===== src/rtl/image_byte_buffer.sv =====
// image_byte_buffer
// Assembles the serial image bit stream into bytes and queues them in a
// first-word-fall-through FIFO drained through a valid/ready handshake.
// Completed bytes that find the FIFO full (with no pop that cycle) are
// dropped and flagged by the sticky overflow output.
//
// Build option: define IMAGE_BYTE_BUFFER_MSB_FIRST_EN to place the first
// received bit of each byte at bit 7 instead of bit 0.
module image_byte_buffer #(
  parameter int DEPTH_LOG2 = 4
) (
  input  logic                  clk,
  input  logic                  rst,
  input  logic                  input_bit,
  input  logic                  is_new_input_bit,
  input  logic                  flush,
  output logic [7:0]            out_byte,
  output logic                  out_valid,
  input  logic                  out_ready,
  output logic                  full,
  output logic [DEPTH_LOG2:0]   level,
  output logic                  overflow
);

  localparam int DEPTH = 1 << DEPTH_LOG2;
  localparam int PW    = DEPTH_LOG2 + 1;

  logic [2:0]    bit_idx_reg, bit_idx_next;
  logic [7:0]    shreg_reg, shreg_next;
  logic [PW-1:0] wr_ptr_reg, wr_ptr_next;
  logic [PW-1:0] rd_ptr_reg, rd_ptr_next;
  logic          overflow_reg, overflow_next;
  logic [7:0]    mem [DEPTH];

  logic [2:0]    bit_pos;
  logic [7:0]    byte_next;
  logic          byte_done;
  logic          empty;
  logic          pop;
  logic          push;
  logic          drop;

  // Bit placement order and the completed byte depend on the build option.
`ifdef IMAGE_BYTE_BUFFER_MSB_FIRST_EN
  assign bit_pos   = 3'd7 - bit_idx_reg;
  assign byte_next = {shreg_reg[7:1], input_bit};
`else
  assign bit_pos   = bit_idx_reg;
  assign byte_next = {input_bit, shreg_reg[6:0]};
`endif

  // Pointer-derived FIFO status; the extra pointer MSB disambiguates full/empty.
  assign empty     = (wr_ptr_reg == rd_ptr_reg);
  assign full      = (wr_ptr_reg[DEPTH_LOG2-1:0] == rd_ptr_reg[DEPTH_LOG2-1:0]) &&
                     (wr_ptr_reg[DEPTH_LOG2] != rd_ptr_reg[DEPTH_LOG2]);
  assign level     = wr_ptr_reg - rd_ptr_reg;
  assign out_valid = !empty;
  assign overflow  = overflow_reg;
  assign out_byte  = mem[rd_ptr_reg[DEPTH_LOG2-1:0]];

  // flush overrides everything, so it masks both the handshake and the push.
  assign byte_done = is_new_input_bit && (bit_idx_reg == 3'd7);
  assign pop       = out_valid && out_ready && !flush;
  assign push      = byte_done && !flush && (!full || pop);
  assign drop      = byte_done && !flush && full && !pop;

  // Each shreg bit captures input_bit only when it is the current target position.
  generate
    for (genvar gi = 0; gi < 8; gi++) begin : g_shreg
      assign shreg_next[gi] = flush ? 1'b0 :
                              (is_new_input_bit && (bit_pos == 3'(gi))) ? input_bit :
                              shreg_reg[gi];
    end
  endgenerate

  // Next-state for bit counter, pointers and the sticky overflow flag.
  always_comb begin
    bit_idx_next  = bit_idx_reg;
    wr_ptr_next   = wr_ptr_reg;
    rd_ptr_next   = rd_ptr_reg;
    overflow_next = overflow_reg;
    if (flush) begin
      bit_idx_next  = 3'd0;
      wr_ptr_next   = '0;
      rd_ptr_next   = '0;
      overflow_next = 1'b0;
    end else begin
      if (is_new_input_bit) begin
        bit_idx_next = bit_idx_reg + 3'd1;
      end
      if (push) begin
        wr_ptr_next = wr_ptr_reg + PW'(1);
      end
      if (pop) begin
        rd_ptr_next = rd_ptr_reg + PW'(1);
      end
      if (drop) begin
        overflow_next = 1'b1;
      end
    end
  end

  // Control state register with asynchronous clear.
  always_ff @(posedge clk or posedge rst) begin
    if (rst) begin
      bit_idx_reg  <= 3'd0;
      shreg_reg    <= 8'd0;
      wr_ptr_reg   <= '0;
      rd_ptr_reg   <= '0;
      overflow_reg <= 1'b0;
    end else begin
      bit_idx_reg  <= bit_idx_next;
      shreg_reg    <= shreg_next;
      wr_ptr_reg   <= wr_ptr_next;
      rd_ptr_reg   <= rd_ptr_next;
      overflow_reg <= overflow_next;
    end
  end

  // Storage array; contents need no reset because the pointers gate visibility.
  always_ff @(posedge clk) begin
    if (push) begin
      mem[wr_ptr_reg[DEPTH_LOG2-1:0]] <= byte_next;
    end
  end

endmodule


===== config.mk =====
export PLATFORM = sky130hd
export DESIGN_NAME = image_byte_buffer
export DESIGN_NICKNAME = d
export VERILOG_FILES = /design/src/rtl/image_byte_buffer.sv
export SDC_FILE = /design/constraint.sdc
export NUM_CORES = 1
export LEC_CHECK = 0
export BUFFER_PORTS_ARGS = -buffer_cell sky130_fd_sc_hd__buf_2
export CELL_PAD_IN_SITES_DETAIL_PLACEMENT = 1
export CELL_PAD_IN_SITES_GLOBAL_PLACEMENT = 1
export CORE_ASPECT_RATIO = 0.7
export CORE_MARGIN = 3
export CORE_UTILIZATION = 31
export CTS_BUF_LIST = sky130_fd_sc_hd__clkbuf_2 sky130_fd_sc_hd__clkbuf_4 sky130_fd_sc_hd__clkbuf_8
export CTS_CLUSTER_DIAMETER = 100
export DETAILED_ROUTE_END_ITERATION = 12
export PLACE_DENSITY = 0.55
export REMOVE_ABC_BUFFERS = 1
export SYNTH_ARGS = -nofsm -noshare
export SYNTH_HDL_FRONTEND = slang
export SYNTH_SLANG_ARGS = --single-unit

===== constraint.sdc =====
create_clock -name clk -period 3.8 [get_ports clk]
set_input_delay 0.19 -clock clk [delete_from_list [all_inputs] [get_ports clk]]
set_output_delay 0.19 -clock clk [all_outputs]
set_load 0.01 [all_outputs]

==> results.json, run 1 <==
{
  "status": "finished, final reports clean",
  "routed_wirelength_mm": 13.88,
  "ios": 22,
  "die_w_um": 174.9,
  "finalClockSkew_ps": 25.30,
  "finalSetupViolations": 0,
  "max_freq_mhz": 360.6,
  "drtAntennaViolNets": 0,
  "path_class": "reg -> reg",
  "vdd_drop_max_mv": 0.1865,
  "synth_top_family_by_area": "multiplexers",
  "fin_crit_ps": 2773,
  "synthMuxAreaShare_pct": 12.46,
  "place_ws_ps": 1048,
  "wl_per_cell_um": 20.74,
  "cts_max_level": 4,
  "vias_per_cell": 4.765,
  "seq_area_frac_synth_pct": 70.62,
  "ys_warn_count": 0,
  "synth_most_common_cell": "edfxtp_1",
  "core_area_mm2": 0.01923,
  "fillers": 1959,
  "seq_area_mm2": 0.004370,
  "tightest_slew_ps": 969.2,
  "grt_pass1_vias": 3508,
  "max-slew-margin-rel_pct": 35.15,
  "antenna_found_initial": 0,
  "cts-root-buf": "clkbuf_8",
  "netlist_area_mm2": 0.006187,
  "fin_crit_sh_pct": 72.98,
  "critPathArrivalTime_ps": 2830,
  "io_buffers": 21,
  "path_clk_slew_ps": 80,
  "nNetsFinal": 414,
  "clock_path_buffers": 2,
  "drc": 0,
  "hold_viol_final": 0,
  "grt_overflow": 0,
  "largest_reg_flops": 128,
  "grt_pass1_wl_mm": 21.65,
  "yosys.area_share.adder_pct": 3.357,
  "synth_edf_count": 128,
  "cts_tree": "done",
  "clk_latency_ps": 440,
  "synthCells": 359,
  "clock-sinks": 149,
  "grt_max_degree": 37,
  "initial_utilization_pct": 32.17,
  "async_reset_ff_share_pct": 14.09,
  "dieArea_mm2": 0.02172,
  "power.density_mw_per_mm2": 444.1,
  "area_delta_synth_final_pct": 13.69,
  "setup_slack_ps": 1027,
  "cts_buffers": 17,
  "rsz0062_at_grt": "no",
  "synth_compound_area_share_pct": 4.348,
  "crit_fanout": 8,
  "synth_commonest_cells": "edfxtp_1, mux4_2, nor2_1",
  "maxSlewViolCount": 0,
  "final_cells": 669,
  "multi_input_area_mm2": 0.001704,
  "ys_types": 35,
  "synth_simple_gate_area_share_pct": 5.844,
  "dpl.cell_count": 636,
  "finalSetupTns_ps": 0,
  "startpoint_type": "register",
  "hp-class": "in -> reg",
  "p_leak_uw": 0.002346,
  "synth_top_area_share_pct": 62.12,
  "cp-end-kind": "register",
  "place_congestion": 0.7344,
  "num_antenna_cells": 0,
  "yosysTopAreaCell": "edfxtp_1",
  "drv_cap": 0,
  "hpwl_mm": 9.224,
  "ys_ff_latch": 149,
  "via_count": 3188,
  "synth.area.top_cells": "edfxtp_1, mux4_2, dfrtp_1",
  "synth-xor-area-share_pct": 1.537,
  "syn_avg_cell_area_um2": 17.23,
  "drt_first_pass_iters": 5,
  "critPathRequiredTime_ps": 3860,
  "initialDrtViolationCount": 188,
  "dieHeight_um": 124.2,
  "rows": 42,
  "grt_usage_pct": 13.34,
  "drive_above_1_share_pct": 23.70,
  "synth_flop_cell": "edfxtp_1"
}
-- path summary, 6_finish.rpt --
check	cells after the start	endpoint	slack, ps	from
min	3	rd_ptr_reg[1]$_DFFE_PP0P_	90	out_ready
max	6	mem[4][1]$_DFFE_PP_	1030	rd_ptr_reg[2]$_DFFE_PP0P_
min reg2reg	2	overflow$_DFFE_PP0P_	540	overflow$_DFFE_PP0P_
min in group asynchronous	3	shreg_reg[3]$_DFFE_PP0P_	490	rst
max in group asynchronous	3	rd_ptr_reg[0]$_DFFE_PP0P_	2700	rst
max reg2reg	6	mem[4][1]$_DFFE_PP_	1030	rd_ptr_reg[2]$_DFFE_PP0P_
-- metal layers --
layer	wire length, um	track usage [%]	vias up
met1	6739	19.26	1676
met2	6451	20.72	46
met4	24	1.688	0
li1	-	-	1464
met3	660	3.816	2
met5	0	0	-
-- layout by cell type, fill, tap and decap left out, types with 2 or more instances in the layout --
| master | instances |
|---|---|
| buf_4 | 6 |
| mux2i_1 | 5 |
| o21ai_0 | 2 |
| nand2_1 | 20 |
| nand2b_1 | 3 |
| dfrtp_1 | 20 |
| inv_1 | 13 |
| or3_1 | 3 |
| nor2b_1 | 2 |
| a21o_1 | 2 |
| nor2_1 | 32 |
| clkinvlp_4 | 3 |
| mux4_2 | 32 |
| bufinv_16 | 3 |
| ha_1 | 15 |
| clkbuf_8 | 17 |
| xor2_1 | 2 |
| nand3_1 | 15 |
| inv_6 | 3 |
| clkbuf_4 | 2 |
| buf_2 | 21 |
| a22oi_1 | 16 |
| xnor2_1 | 7 |
| clkinv_4 | 2 |
| edfxtp_1 | 128 |
| a21oi_1 | 11 |
| nor3_1 | 4 |
-- metrics by stage --
step	area [um^2]	total power [uW]	util [%]	hold slack [ps]
CTS	7034	3164	36.57	74.91
global route	7034	3240	36.57	76.40
global placement	6604	1866	34.34	426.6
detailed placement	6604	1869	34.34	445.3
finish	7034	3124	36.57	94.16
floorplan	6122	1839	-	166.5
-- cell families after synthesis --
family,after synthesis
fa+ha+maj,16
xor+xnor,10
flops,149
simple gates,82
buf+inv,27
mux,37
compound gates,38
-- layout make-up --
cell class | count | share of cell area [%]
clock inverter | 13 | 2.437
multi-input combinational | 183 | 24.23
inverter | 13 | 0.6937
timing repair buffer | 28 | 2.277
tap | 264 | 4.696
clock buffer | 19 | 3.540
sequential | 149 | 62.13
-- power breakdown --
group          switching (uW)  leakage, uW  internal [uW]
logic                    32.0     0.000667           15.7
registers                15.0      0.00148           1770
clock network             618     0.000204            675
total                     666      0.00235           2460
-- critical path, stage by stage (launching register included) --
cell,delay (ps)
dfrtp_1,440
inv_1,130
ha_1,360
nand4_1,220
or3_1,240
nand3_1,210
nor2_1,800
-- timing repair --
item | 4_1_cts | 5_1_grt
hold buffers | 1 | 0
setup endpoints to repair | 0 | 0
resized for setup | 0 | 0
buffers inserted | 0 | 0
hold endpoints to repair | 21 | 0
(Power assumes the default switching activity.)
==> run 2, diff against run 1 <==
Settings changed: ABC_AREA from default to 1, PLACE_DENSITY 0.55 to 0.58.
Clock period 3.8 ns to 2.86 ns, I/O delays scaled along.
==> results.json, run 2 <==
{
  "placed_area_mm2": 0.007141,
  "area_delta_synth_final_pct": 12.12,
  "r2r_slack_ps": 380,
  "synth-xor-area-share_pct": 1.169,
  "maxSlewViolCount": 0,
  "max-slew-margin-rel_pct": 40.37,
  "critPathArrivalTime_ps": 2430,
  "path_clk_slew_ps": 80,
  "ctsResizeCount": 0,
  "hold_viol_final": 0,
  "crit_fanout": 67,
  "drc": 0,
  "clock_path_buffers": 2,
  "initial_utilization_pct": 32.06,
  "hp-class": "in -> reg",
  "cp-end-kind": "output port",
  "switching_share_pct": 23.65,
  "syn_avg_cell_area_um2": 10.49,
  "crit_chain": "buf_4 > nor2_1 > nor2_1 > o21ai_1 > nand3_1 > nand3_1 > nand2_1 > buf_2",
  "netlist_area_mm2": 0.006743,
  "synth_commonest_cells": "nand2_1, edfxtp_1, nor2_1",
  "core_area_mm2": 0.02103,
  "startpoint": "rd_ptr_reg[0]$_DFFE_PP0P_",
  "max_freq_mhz": 388.7,
  "slowest_delay_ps": 600,
  "vias_per_cell": 4.756,
  "io_buffers": 21,
  "cts_tree": "done",
  "grt_max_degree": 68,
  "yosysTopAreaCell": "edfxtp_1",
  "rows": 44,
  "tightest_slew_ps": 893.4,
  "ctsHoldBuffers": 1,
  "clk_latency_ps": 450,
  "grt_pass1_wl_mm": 28.21,
  "crit_end": "out_byte[6]",
  "switching_power_uw": 992.5,
  "grt_usage_pct": 16.07,
  "p_leak_uw": 0.003013,
  "synth_flop_cell": "edfxtp_1",
  "die_w_um": 182.3,
  "startpoint_type": "register",
  "post_cts_buffers": 0,
  "largest_reg_flops": 128,
  "synthCells": 643,
  "cp.depth": 8,
  "antenna_found_initial": 0,
  "ys_warn_count": 0,
  "finalClockSkew_ps": 13.91,
  "synth_most_common_cell": "nand2_1",
  "r2r_cells": 7,
  "final_cell_mix": "nand2_1, edfxtp_1, nor2_1",
  "synthMuxAreaShare_pct": 0,
  "synth_top_family_by_area": "simple AND/OR/NAND/NOR gates",
  "power.density_mw_per_mm2": 555.0,
  "drtAntennaViolNets": 0,
  "nNetsFinal": 692,
  "worst_path_dominant_cell_family": "buffers and inverters",
  "fin_crit_ps": 2573,
  "drt_first_pass_iters": 4,
  "internal-power_uw": 3203,
  "hpwl_mm": 12.16,
  "num_antenna_cells": 0,
  "synth_compound_area_share_pct": 4.639,
  "ys_ff_latch": 149,
  "rsz0062_at_grt": "no",
  "dieArea_mm2": 0.02358,
  "cts-root-buf": "clkbuf_8",
  "worst-path-buf-inv": 2,
  "drv_cap": 0,
  "path_class": "reg -> out",
  "cts_buffers": 17,
  "crit_slowest_cell": "buf_4",
  "yosys.area_share.adder_pct": 3.080,
  "power.share.sequential_pct": 57.7,
  "synth_edf_count": 128,
  "place_congestion": 0.8262,
  "grt_pass1_vias": 4808,
  "routed_wirelength_mm": 18.24,
  "finalSetupTns_ps": 0,
  "status": "finished, final reports clean",
  "async_reset_ff_share_pct": 14.09,
  "vdd_drop_max_mv": 0.3796,
  "final_util_pct": 35.95,
  "fin_crit_sh_pct": 89.96,
  "clock-sinks": 149,
  "rr_startpoint": "wr_ptr_reg[0]$_DFFE_PP0P_",
  "pwr-share-comb_pct": 1.4,
  "wl_per_cell_um": 19.02,
  "synth_simple_gate_area_share_pct": 21.60,
  "via_count": 4561,
  "final_common_cell": "nand2_1",
  "critPathRequiredTime_ps": 2720,
  "finalSetupViolations": 0,
  "dieHeight_um": 129.4,
  "fillers": 2367,
  "synth.area.top_cells": "edfxtp_1, nand2_1, dfrtp_1",
  "synth_top_area_share_pct": 57.01,
  "timing.rr.end": "mem[1][4]$_DFFE_PP_",
  "initialDrtViolationCount": 315,
  "drive_above_1_share_pct": 13.91,
  "clockPowerShare_pct": 40.9,
  "cts_max_level": 4,
  "ys_types": 29,
  "seq_area_frac_synth_pct": 64.80,
  "fin_area_mm2": 0.007560,
  "ios": 22,
  "grt_overflow": 0
}
run 2: cells by family after synthesis:
kind of cell             count (synthesis)
XOR/XNOR                                 9
flip-flops                             149
AND/OR/NAND/NOR                        344
buffers and inverters                   66
adder cells (fa/ha/maj)                 16
AO/OA/AOI/OAI                           59
run 2: stage by stage:
step	total power, uW	setup slack, ps	hold slack, ps	instances
floorplan	2472	-384.9	119.5	614
global placement	2529	514.3	380.0	926
detailed placement	2532	385.9	393.3	926
CTS	4237	276.9	21.55	959
global route	4341	54.21	27.20	959
finish	4196	287.0	29.49	959
run 2: power by group through the flow:
| stage | clock (uW) | sequential [uW] | combinational (uW) |
|---|---|---|---|
| 4_1_cts | 1750 | 2430 | 58.7 |
| 5_1_grt | 1850 | 2430 | 65.6 |
| 3_3_place_gp | 0 | 2470 | 55.6 |
| 3_5_place_dp | 0 | 2470 | 57.4 |
| 2_1_floorplan | 0 | 2440 | 31.3 |
| 6_report | 1720 | 2420 | 56.7 |
run 2: per-layer routing:
metal / up-vias / track usage [%] / wire length, um
met4: 0 / 3.133 / 106
met1: 2273 / 23.58 / 9361
met3: 9 / 3.479 / 733
met2: 75 / 24.81 / 8042
li1: 2204 / - / -
met5: - / 0 / 0
run 2: worst min path at each step:
stage	endpoint	depth (start not counted)	startpoint	slack [ps]
global route	rd_ptr_reg[2]$_DFFE_PP0P_	3	out_ready	30
floorplan	bit_idx_reg[0]$_DFFE_PP0P_	1	rst	120
finish	rd_ptr_reg[2]$_DFFE_PP0P_	3	out_ready	30
CTS	rd_ptr_reg[2]$_DFFE_PP0P_	3	out_ready	20
detailed placement	bit_idx_reg[2]$_DFFE_PP0P_	2	rst	390
global placement	bit_idx_reg[0]$_DFFE_PP0P_	2	rst	380
run 2: final cells by class:
class / count / area (um^2) / area share [%]
clock buffer: 18 / 241.5 / 3.194
clock inverter: 14 / 167.7 / 2.218
inverter: 37 / 138.9 / 1.837
multi-input combinational: 428 / 2056 / 27.19
sequential: 149 / 4370 / 57.81
tap: 276 / 345.3 / 4.568
timing repair buffer: 37 / 240.2 / 3.178
run 2: tightest hold or removal path: cells and delay by family:
| kind | cells | cell delay, ps |
|---|---|---|
| compound gates | 1 | 60 |
| simple gates | 1 | 100 |
| buf+inv | 1 | 120 |
==> run 3, diff against run 2 <==
Settings changed: CELL_PAD_IN_SITES_DETAIL_PLACEMENT 1 to default, CELL_PAD_IN_SITES_GLOBAL_PLACEMENT 1 to default, PLACE_DENSITY 0.58 to 0.5.
==> results.json, run 3 (same netlist as run 2, synthesis figures left out) <==
{
  "status": "finished, final reports clean",
  "wl_per_cell_um": 17.80,
  "path_class": "reg -> reg",
  "fin_area_mm2": 0.007533,
  "area_delta_synth_final_pct": 11.73,
  "rows": 44,
  "drtAntennaViolNets": 0,
  "via_count": 4543,
  "hold_viol_final": 0,
  "drv_cap": 0,
  "drive_above_1_share_pct": 13.64,
  "critPathArrivalTime_ps": 2550,
  "clock_path_buffers": 2,
  "grt_pass1_vias": 4598,
  "power_uw": 4084,
  "fin_crit_sh_pct": 86.35,
  "tightest_slew_ps": 919.7,
  "die_w_um": 182.3,
  "finalClockSkew_ps": 11.55,
  "cts-root-buf": "clkbuf_8",
  "max_freq_mhz": 404.9,
  "cts_tree": "done",
  "maxSlewViolCount": 0,
  "hp-class": "in -> reg",
  "crit_fanout": 21,
  "rsz0062_at_grt": "no",
  "final_common_cell": "nand2_1",
  "nNetsFinal": 691,
  "rr_startpoint": "wr_ptr_reg[0]$_DFFE_PP0P_",
  "crit_end": "mem[11][1]$_DFFE_PP_",
  "power.density_mw_per_mm2": 542.1,
  "critPathRequiredTime_ps": 2940,
  "r2r_slack_ps": 390,
  "finalSetupViolations": 0,
  "ctsResizeCount": 0,
  "cts_buffers": 17,
  "core_area_mm2": 0.02103,
  "ios": 22,
  "clk_latency_ps": 450,
  "path_clk_slew_ps": 80,
  "cts_max_level": 4,
  "initial_utilization_pct": 32.06,
  "io_buffers": 21,
  "max-slew-margin-rel_pct": 38.69,
  "clock-sinks": 149,
  "grt_overflow": 0,
  "final_cell_mix": "nand2_1, edfxtp_1, nor2_1",
  "largest_reg_flops": 128,
  "hpwl_mm": 11.18,
  "initialDrtViolationCount": 363,
  "place_congestion": 0.8347,
  "grt_usage_pct": 15.14,
  "startpoint": "wr_ptr_reg[0]$_DFFE_PP0P_",
  "fin_hold_ws_ps": 32.34,
  "r2r_cells": 7,
  "antenna_found_initial": 0,
  "startpoint_type": "register",
  "place_ws_ps": 405.6,
  "setup_slack_ps": 390.4,
  "grt_pass1_wl_mm": 26.65,
  "dieArea_mm2": 0.02358,
  "cp-end-kind": "register",
  "drt_first_pass_iters": 5,
  "placed_area_mm2": 0.007133,
  "fin_crit_ps": 2470,
  "vdd_drop_max_mv": 0.2342,
  "routed_wirelength_mm": 17.07,
  "timing.rr.end": "mem[11][1]$_DFFE_PP_",
  "final_util_pct": 35.82,
  "grt_max_degree": 68,
  "vias_per_cell": 4.737,
  "drc": 0,
  "p_leak_uw": 0.002996,
  "dieHeight_um": 129.4
}
## run 3: repair_timing
item | CTS | global route
buffers inserted | 0 | 0
endpoints found under the hold margin | 21 | 0
hold buffers | 1 | 0
## run 3: through the flow
step	TNS, ps	std cells
3_5_place_dp	0	925
2_1_floorplan	-30900	614
6_report	0	959
5_1_grt	0	958
4_1_cts	0	958
3_3_place_gp	0	925
## run 3: layout make-up
class,instances,area [um^2]
inverter,37,138.9
antenna,1,2.502
timing repair buffer,36,232.7
multi-input combinational,428,2056
clock inverter,15,153.9
tap,276,345.3
sequential,149,4370
fill,2110,13500
clock buffer,17,234.0
## run 3: worst min-delay path by stage
| stage | slack (ps) | cells past startpoint | from | to |
|---|---|---|---|---|
| 2_1_floorplan | 120 | 1 | rst | bit_idx_reg[0]$_DFFE_PP0P_ |
| 3_3_place_gp | 350 | 2 | rst | wr_ptr_reg[4]$_DFFE_PP0P_ |
| 3_5_place_dp | 390 | 2 | rst | overflow$_DFFE_PP0P_ |
| 4_1_cts | 7 | 3 | out_ready | rd_ptr_reg[2]$_DFFE_PP0P_ |
| 5_1_grt | 10 | 3 | out_ready | rd_ptr_reg[2]$_DFFE_PP0P_ |
| 6_report | 30 | 3 | out_ready | rd_ptr_reg[2]$_DFFE_PP0P_ |
## run 3: worst max-delay path: stages (launching register included)
cell and delay (ps):
dfrtp_1 440, inv_1 120, ha_1 320, nand2_1 130, nor2_4 50, o211ai_4 140
nand2_4 270, nor3_2 610
## run 3: where the power goes
| part | switching [uW] | leakage [uW] | internal [uW] |
|---|---|---|---|
| Combinational | 40.5 | 0.00134 | 15.5 |
| Clock | 824 | 0.000191 | 779 |
| Sequential | 51.7 | 0.00146 | 2370 |
| Total | 916 | 0.00300 | 3170 |
## run 3: layer usage
metal / global-route usage, % / share of wire, % / vias to the layer above
li1: - / - / 2202
met1: 23.02 / 52 / 2213
met2: 21.96 / 42 / 119
met3: 3.311 / 5.3 / 9
met4: 3.850 / 0.70 / 0
met5: 0 / 0 / -
